## src/rtl/seq_uart_tx.sv

```systemverilog
// seq_uart_tx: UART transmitter, one DATA_W-bit frame per request, LSB first, 8N1 (8E1 with UART_TX_PARITY_EN).
// Latency: start bit appears the cycle after accept; frame is (DATA_W+2)*DIV clocks, +DIV with parity.
// Backpressure: o_tx_busy is high for the whole frame; requests seen while busy are dropped, never queued.
module seq_uart_tx #(
  parameter int CLK_HZ = 100_000_000,
  parameter int BAUD   = 115_200,
  parameter int DATA_W = 8
) (
  input  logic              clk,
  input  logic              rst,
  input  logic [DATA_W-1:0] i_tx_data,
  input  logic              i_tx_valid,
  output logic              o_tx_busy,
  output logic              o_tx,
  output logic              o_tx_done
);

  localparam int DIV   = CLK_HZ / BAUD;
  localparam int CNT_W = (DIV > 1) ? $clog2(DIV) : 1;
  localparam int BIT_W = (DATA_W > 1) ? $clog2(DATA_W) : 1;
  localparam logic [CNT_W-1:0] CNT_LAST = CNT_W'(DIV - 1);
  localparam logic [BIT_W-1:0] BIT_LAST = BIT_W'(DATA_W - 1);

  // A bit period shorter than two clocks cannot be timed by the baud counter.
  generate
    if (DIV < 2) begin : g_div_check
      $error("seq_uart_tx: CLK_HZ/BAUD must be at least 2");
    end
  endgenerate

  typedef enum logic [2:0] {
    IDLE   = 3'd0,
    START  = 3'd1,
    DATA   = 3'd2,
    PARITY = 3'd3,
    STOP   = 3'd4
  } state_t;

  state_t            state_q, state_d;
  logic [CNT_W-1:0]  cnt_q, cnt_d;
  logic [BIT_W-1:0]  bit_q, bit_d;
  logic [DATA_W-1:0] shift_q, shift_d;
  logic              tx_d, busy_d, done_d;
  logic              cnt_last;
`ifdef UART_TX_PARITY_EN
  // Even parity of the accepted byte, captured before the shift register consumes it.
  logic              parity_q, parity_d;
`endif

  assign cnt_last = (cnt_q == CNT_LAST);

  // Next-state and next-output logic; outputs are derived from the next state so they register cleanly.
  always_comb begin
    state_d = state_q;
    cnt_d   = cnt_q;
    bit_d   = bit_q;
    shift_d = shift_q;
`ifdef UART_TX_PARITY_EN
    parity_d = parity_q;
`endif
    case (state_q)
      IDLE: begin
        if (i_tx_valid && !o_tx_busy) begin
          state_d = START;
          cnt_d   = '0;
          bit_d   = '0;
          shift_d = i_tx_data;
`ifdef UART_TX_PARITY_EN
          parity_d = ^i_tx_data;
`endif
        end
      end
      START: begin
        if (cnt_last) begin
          state_d = DATA;
          cnt_d   = '0;
        end else begin
          cnt_d = cnt_q + CNT_W'(1);
        end
      end
      DATA: begin
        if (cnt_last) begin
          cnt_d   = '0;
          shift_d = shift_q >> 1;
          if (bit_q == BIT_LAST) begin
            bit_d = '0;
`ifdef UART_TX_PARITY_EN
            state_d = PARITY;
`else
            state_d = STOP;
`endif
          end else begin
            bit_d = bit_q + BIT_W'(1);
          end
        end else begin
          cnt_d = cnt_q + CNT_W'(1);
        end
      end
`ifdef UART_TX_PARITY_EN
      PARITY: begin
        if (cnt_last) begin
          state_d = STOP;
          cnt_d   = '0;
        end else begin
          cnt_d = cnt_q + CNT_W'(1);
        end
      end
`endif
      STOP: begin
        if (cnt_last) begin
          state_d = IDLE;
          cnt_d   = '0;
        end else begin
          cnt_d = cnt_q + CNT_W'(1);
        end
      end
      default: begin
        state_d = IDLE;
        cnt_d   = '0;
        bit_d   = '0;
      end
    endcase

    tx_d = 1'b1;
    case (state_d)
      START:   tx_d = 1'b0;
      DATA:    tx_d = shift_d[0];
`ifdef UART_TX_PARITY_EN
      PARITY:  tx_d = parity_d;
`endif
      default: tx_d = 1'b1;
    endcase
    busy_d = (state_d != IDLE);
    done_d = (state_d == STOP) && (cnt_d == CNT_LAST);
  end

  // State, counters, shift register and registered outputs; synchronous active-low reset.
  always_ff @(posedge clk) begin
    if (!rst) begin
      state_q   <= IDLE;
      cnt_q     <= '0;
      bit_q     <= '0;
      shift_q   <= '0;
      o_tx      <= 1'b1;
      o_tx_busy <= 1'b0;
      o_tx_done <= 1'b0;
`ifdef UART_TX_PARITY_EN
      parity_q  <= 1'b0;
`endif
    end else begin
      state_q   <= state_d;
      cnt_q     <= cnt_d;
      bit_q     <= bit_d;
      shift_q   <= shift_d;
      o_tx      <= tx_d;
      o_tx_busy <= busy_d;
      o_tx_done <= done_d;
`ifdef UART_TX_PARITY_EN
      parity_q  <= parity_d;
`endif
    end
  end

endmodule
```

## config.mk

```make
export PLATFORM = sky130hd
export DESIGN_NAME = seq_uart_tx
export DESIGN_NICKNAME = d
export VERILOG_FILES = /design/src/rtl/seq_uart_tx.sv
export SDC_FILE = /design/constraint.sdc
export NUM_CORES = 1
export LEC_CHECK = 0
export CAP_MARGIN = 30
export CORE_UTILIZATION = 40
export DETAILED_ROUTE_END_ITERATION = 10
export PLACE_DENSITY = 0.71
export SLEW_MARGIN = 10
export SYNTH_ARGS = -nofsm -noshare
export SYNTH_HDL_FRONTEND = slang
export SYNTH_SLANG_ARGS = --single-unit
```

## constraint.sdc

```tcl
create_clock -name clk -period 2.8 [get_ports clk]
set_input_delay 0.56 -clock clk [delete_from_list [all_inputs] [get_ports clk]]
set_output_delay 0.56 -clock clk [all_outputs]
set_load 0.01 [all_outputs]
```

==> impl_metrics.csv <==
group,metric,value,unit
run_status,status,"complete, no violations",
min_path,timing.hold.worst.class,"reg -> reg",
floorplan,die_x,62.6,um
grt,largest_net_degree_at_the_start_of_global_routing,16,
worst_setup_path,r2r.worst_path.cells,6,
cells_and_area,fin_util,0.481,
cells_and_area,most_common_library_cell_in_the_layout_ignoring_fill_and_taps,"sky130_fd_sc_hd__dfxtp_1",
synth,post_synthesis_adder_cell_area_fraction,0.0256,
synth,dominantRegCellSynth,"sky130_fd_sc_hd__dfxtp_1",
synth,muxShareOfSynthArea,0.00682,
timing,clock_skew,0.00996,ns
drt,per_cell_via_count_in_the_routed_design,5.85,
synth,synth_compound_area_frac,0.235,
clock_tree,cts-htree-levels,1,
drt,antenna_left,0,
timing,timing.final.max_slew_violations,0,
drt,routed_wire_length_per_instance,14.4,um
floorplan,fp.dieArea,3920,um2
clock_tree,clk_root_buffer_cell,"sky130_fd_sc_hd__clkbuf_4",
placement,placed_cells_incl_taps,222,
drt,detailroute.via_count,1323,
clock_tree,tritoncts_num_sinks,27,
clock_tree,tritoncts.num_buffers,3,
clock_tree,cts_tree,"done",
worst_setup_path,critPathCaptureType,"register",
timing,fin_worst_hold_slack,0.499,ns
placement,dp_hpwl,2400,um
floorplan,initial_core_util,0.430,
placement,routabilityCongestion,0.928,
cells_and_area,antennaDiodeCount,0,
synth,ys_async_sr_fraction,0,
drt,detail_route.drc_violations,0,
timing,post-route-worst-setup-slack,0.249,ns
cells_and_area,flow.area_growth_from_synthesis,11.9,%
placement,place.port_buffers,13,
floorplan,io-pin-count,14,
worst_setup_path,timing.reg2reg.setup_slack,0.25,ns
worst_setup_path,required,3.09,ns
flow_run,maxCapViolCount,0,
synth,synthSimpleGateAreaFrac,0.298,
clock_tree,clk_transition_reported_paths,0.15,ns
synth,post_synth_xor_area_fraction,0.0179,
worst_setup_path,setup.worst_path.start,"cnt_q[0]$_SDFF_PN0_",
clock_tree,clock_insertion_delay_worst_skew,0.33,ns
drt,firstDrtPassIters,4,
floorplan,placeableCoreArea,3420,um2
cells_and_area,mostFrequentLayoutCells,"sky130_fd_sc_hd__dfxtp_1 (27), sky130_fd_sc_hd__nand2_1 (14), sky130_fd_sc_hd__nor2_1 (14)",
drt,postRouteWirelength,3250,um
synth,number_of_synthesized_flops_with_an_enable_pin,0,
grt,grt_remaining_overflow,0,
placement,dpl_cell_area,1610,um2
timing,timing_worst_slew_pin_value,0.566,ns
timing,setup_violations,0,
grt,first_global_vias,1283,
cells_and_area,stdcell_count,226,
timing,tmin_final,2.55,ns
floorplan,row_count,21,
grt,first_pass_grt_wire_length,5710,um
worst_setup_path,critPathLaunchType,"register",
clock_tree,postCtsSetupBuffers,0,
grt,grt_usage,0.181,
cells_and_area,nNetsFinal,195,
worst_setup_path,r2r_start,"cnt_q[0]$_SDFF_PN0_",
worst_setup_path,regToRegEndpoint,"shift_q[0]$_SDFF_PN0_",
timing,hold_viol_final,0,
timing,fin_tns_setup,0,ns
pwr,standby_leakage_power,0.546,nW
clock_tree,cts_hold_buffers,0,
timing,relSlewSlack,0.620,
drt,drt_iter0_markers,91,
timing,rsz0062_at_grt,"no",
cells_and_area,post-route-cell-area,1640,um2
timing,max_clock_freq,0.392,GHz
floorplan,die_height,62.6,um
worst_setup_path,setup.worst_path.end,"shift_q[0]$_SDFF_PN0_",
clock_tree,cts_max_path_buffers,2,
worst_setup_path,critical_path_class,"reg -> reg",
synth,synth_fp_nets,186,
placement,placement.setup.worst_slack,0.217,ns
pwr,design_power_total,0.710,mW
synth,post_synth_instance_area,1470,um2
worst_setup_path,critical_path.max_fanout,8,
synth,synthesis_stage_register_bit_count,27,
synth,avgSynthCellArea,8.53,um2
pwr,vdd_drop_max,0.298,mV
pwr,p_per_area,432,nW/um2
synth,unique_cell_type_count_in_the_yosys_netlist,48,
synth,synth_sequential_area_ratio,0.368,
synth,synth_top_family_by_area,"simple AND/OR/NAND/NOR gates",
grt,antenna_found_initial,0,
synth,syn-instance-count,172,
timing,timing.final.crit_share,0.911,
worst_setup_path,critPathArrivalTime,2.85,ns
cells_and_area,drive_gt1_frac,0.0778,
synth,ys_warn_count,0,
==> worst max-delay path, cell delays in order, from the launching register on <==
cell                       delay, ns
sky130_fd_sc_hd__dfxtp_1        0.43
sky130_fd_sc_hd__ha_1           0.29
sky130_fd_sc_hd__or4b_1         0.50
sky130_fd_sc_hd__or3_1          0.51
sky130_fd_sc_hd__nor2_1         0.41
sky130_fd_sc_hd__a222oi_1       0.15
sky130_fd_sc_hd__and2b_1        0.22
==> power breakdown <==
group | internal [mW] | total, mW | switching, mW
Sequential | 0.399 | 0.411 | 0.0115
Combinational | 0.0594 | 0.125 | 0.0658
Clock | 0.0537 | 0.174 | 0.121
Total | 0.512 | 0.710 | 0.198
==> state kept, by name, summed over array words and instances, names as in the netlist <==
register	cells
cnt_q	10
shift_q	8
bit_q	3
state_q	3
o_tx	1
o_tx_busy	1
o_tx_done	1
==> worst min-delay path by stage <==
stage / start / depth (start not counted) / to
3_5_place_dp: bit_q[1]$_SDFFE_PN0P_ / 2 / bit_q[1]$_SDFFE_PN0P_
5_1_grt: bit_q[2]$_SDFFE_PN0P_ / 2 / bit_q[2]$_SDFFE_PN0P_
6_report: bit_q[1]$_SDFFE_PN0P_ / 2 / bit_q[1]$_SDFFE_PN0P_
4_1_cts: bit_q[1]$_SDFFE_PN0P_ / 2 / bit_q[1]$_SDFFE_PN0P_
3_3_place_gp: bit_q[1]$_SDFFE_PN0P_ / 2 / bit_q[1]$_SDFFE_PN0P_
2_1_floorplan: bit_q[1]$_SDFFE_PN0P_ / 2 / bit_q[1]$_SDFFE_PN0P_
==> timing repair <==
item / 4_1_cts / 5_1_grt
resized for setup: 0 / 1
endpoints found under the setup margin: 0 / 2
hold endpoints to repair: 0 / 0
==> layout make-up <==
type,count,area (um2)
fill,351,1770
multi-input combinational,131,861
sequential,27,541
timing repair buffer,15,145
tap,46,57.6
clock buffer,3,22.5
inverter,3,11.3
clock inverter,1,5.00
==> synth_stat cells (2+ instances only) <==
library cell               count  share of area
sky130_fd_sc_hd__a221oi_1      2          0.012
sky130_fd_sc_hd__xnor2_1       2          0.012
sky130_fd_sc_hd__ha_1          3          0.026
sky130_fd_sc_hd__o21ai_0       4          0.014
sky130_fd_sc_hd__dfxtp_1      27           0.37
sky130_fd_sc_hd__buf_6         2          0.015
sky130_fd_sc_hd__a21boi_0      4          0.020
sky130_fd_sc_hd__nor2_1       14          0.036
sky130_fd_sc_hd__a22oi_1       4          0.020
sky130_fd_sc_hd__nor2b_1      13          0.055
sky130_fd_sc_hd__nand2_1      14          0.036
sky130_fd_sc_hd__clkbuf_1      6          0.015
sky130_fd_sc_hd__a222oi_1      7          0.048
sky130_fd_sc_hd__nor3_1        4          0.014
sky130_fd_sc_hd__nand4_1       4          0.017
sky130_fd_sc_hd__nand3_1       6          0.020
sky130_fd_sc_hd__o32ai_1       2          0.012
sky130_fd_sc_hd__and2_1        3          0.013
sky130_fd_sc_hd__buf_2         2         0.0068
sky130_fd_sc_hd__nand3b_1      4          0.020
sky130_fd_sc_hd__inv_1         3         0.0077
sky130_fd_sc_hd__nand2b_1      5          0.021
sky130_fd_sc_hd__a21oi_1      10          0.034
sky130_fd_sc_hd__a31oi_1       3          0.013
==> routing by layer <==
layer | up-vias | share of wire | GRT usage
li1 | 655 | - | -
met1 | 618 | 0.42 | 0.202
met2 | 44 | 0.51 | 0.317
met3 | 6 | 0.055 | 0.0511
met4 | 0 | 0.016 | 0.0843
met5 | - | 0 | 0
==> logic make-up after synthesis <==
kind of cell / count (synthesis)
AO/OA/AOI/OAI: 46
flip-flops: 27
buffers and inverters: 14
adder cells (fa/ha/maj): 3
XOR/XNOR: 3
multiplexers: 1
AND/OR/NAND/NOR: 78
Power figures use the tool's default switching activity.
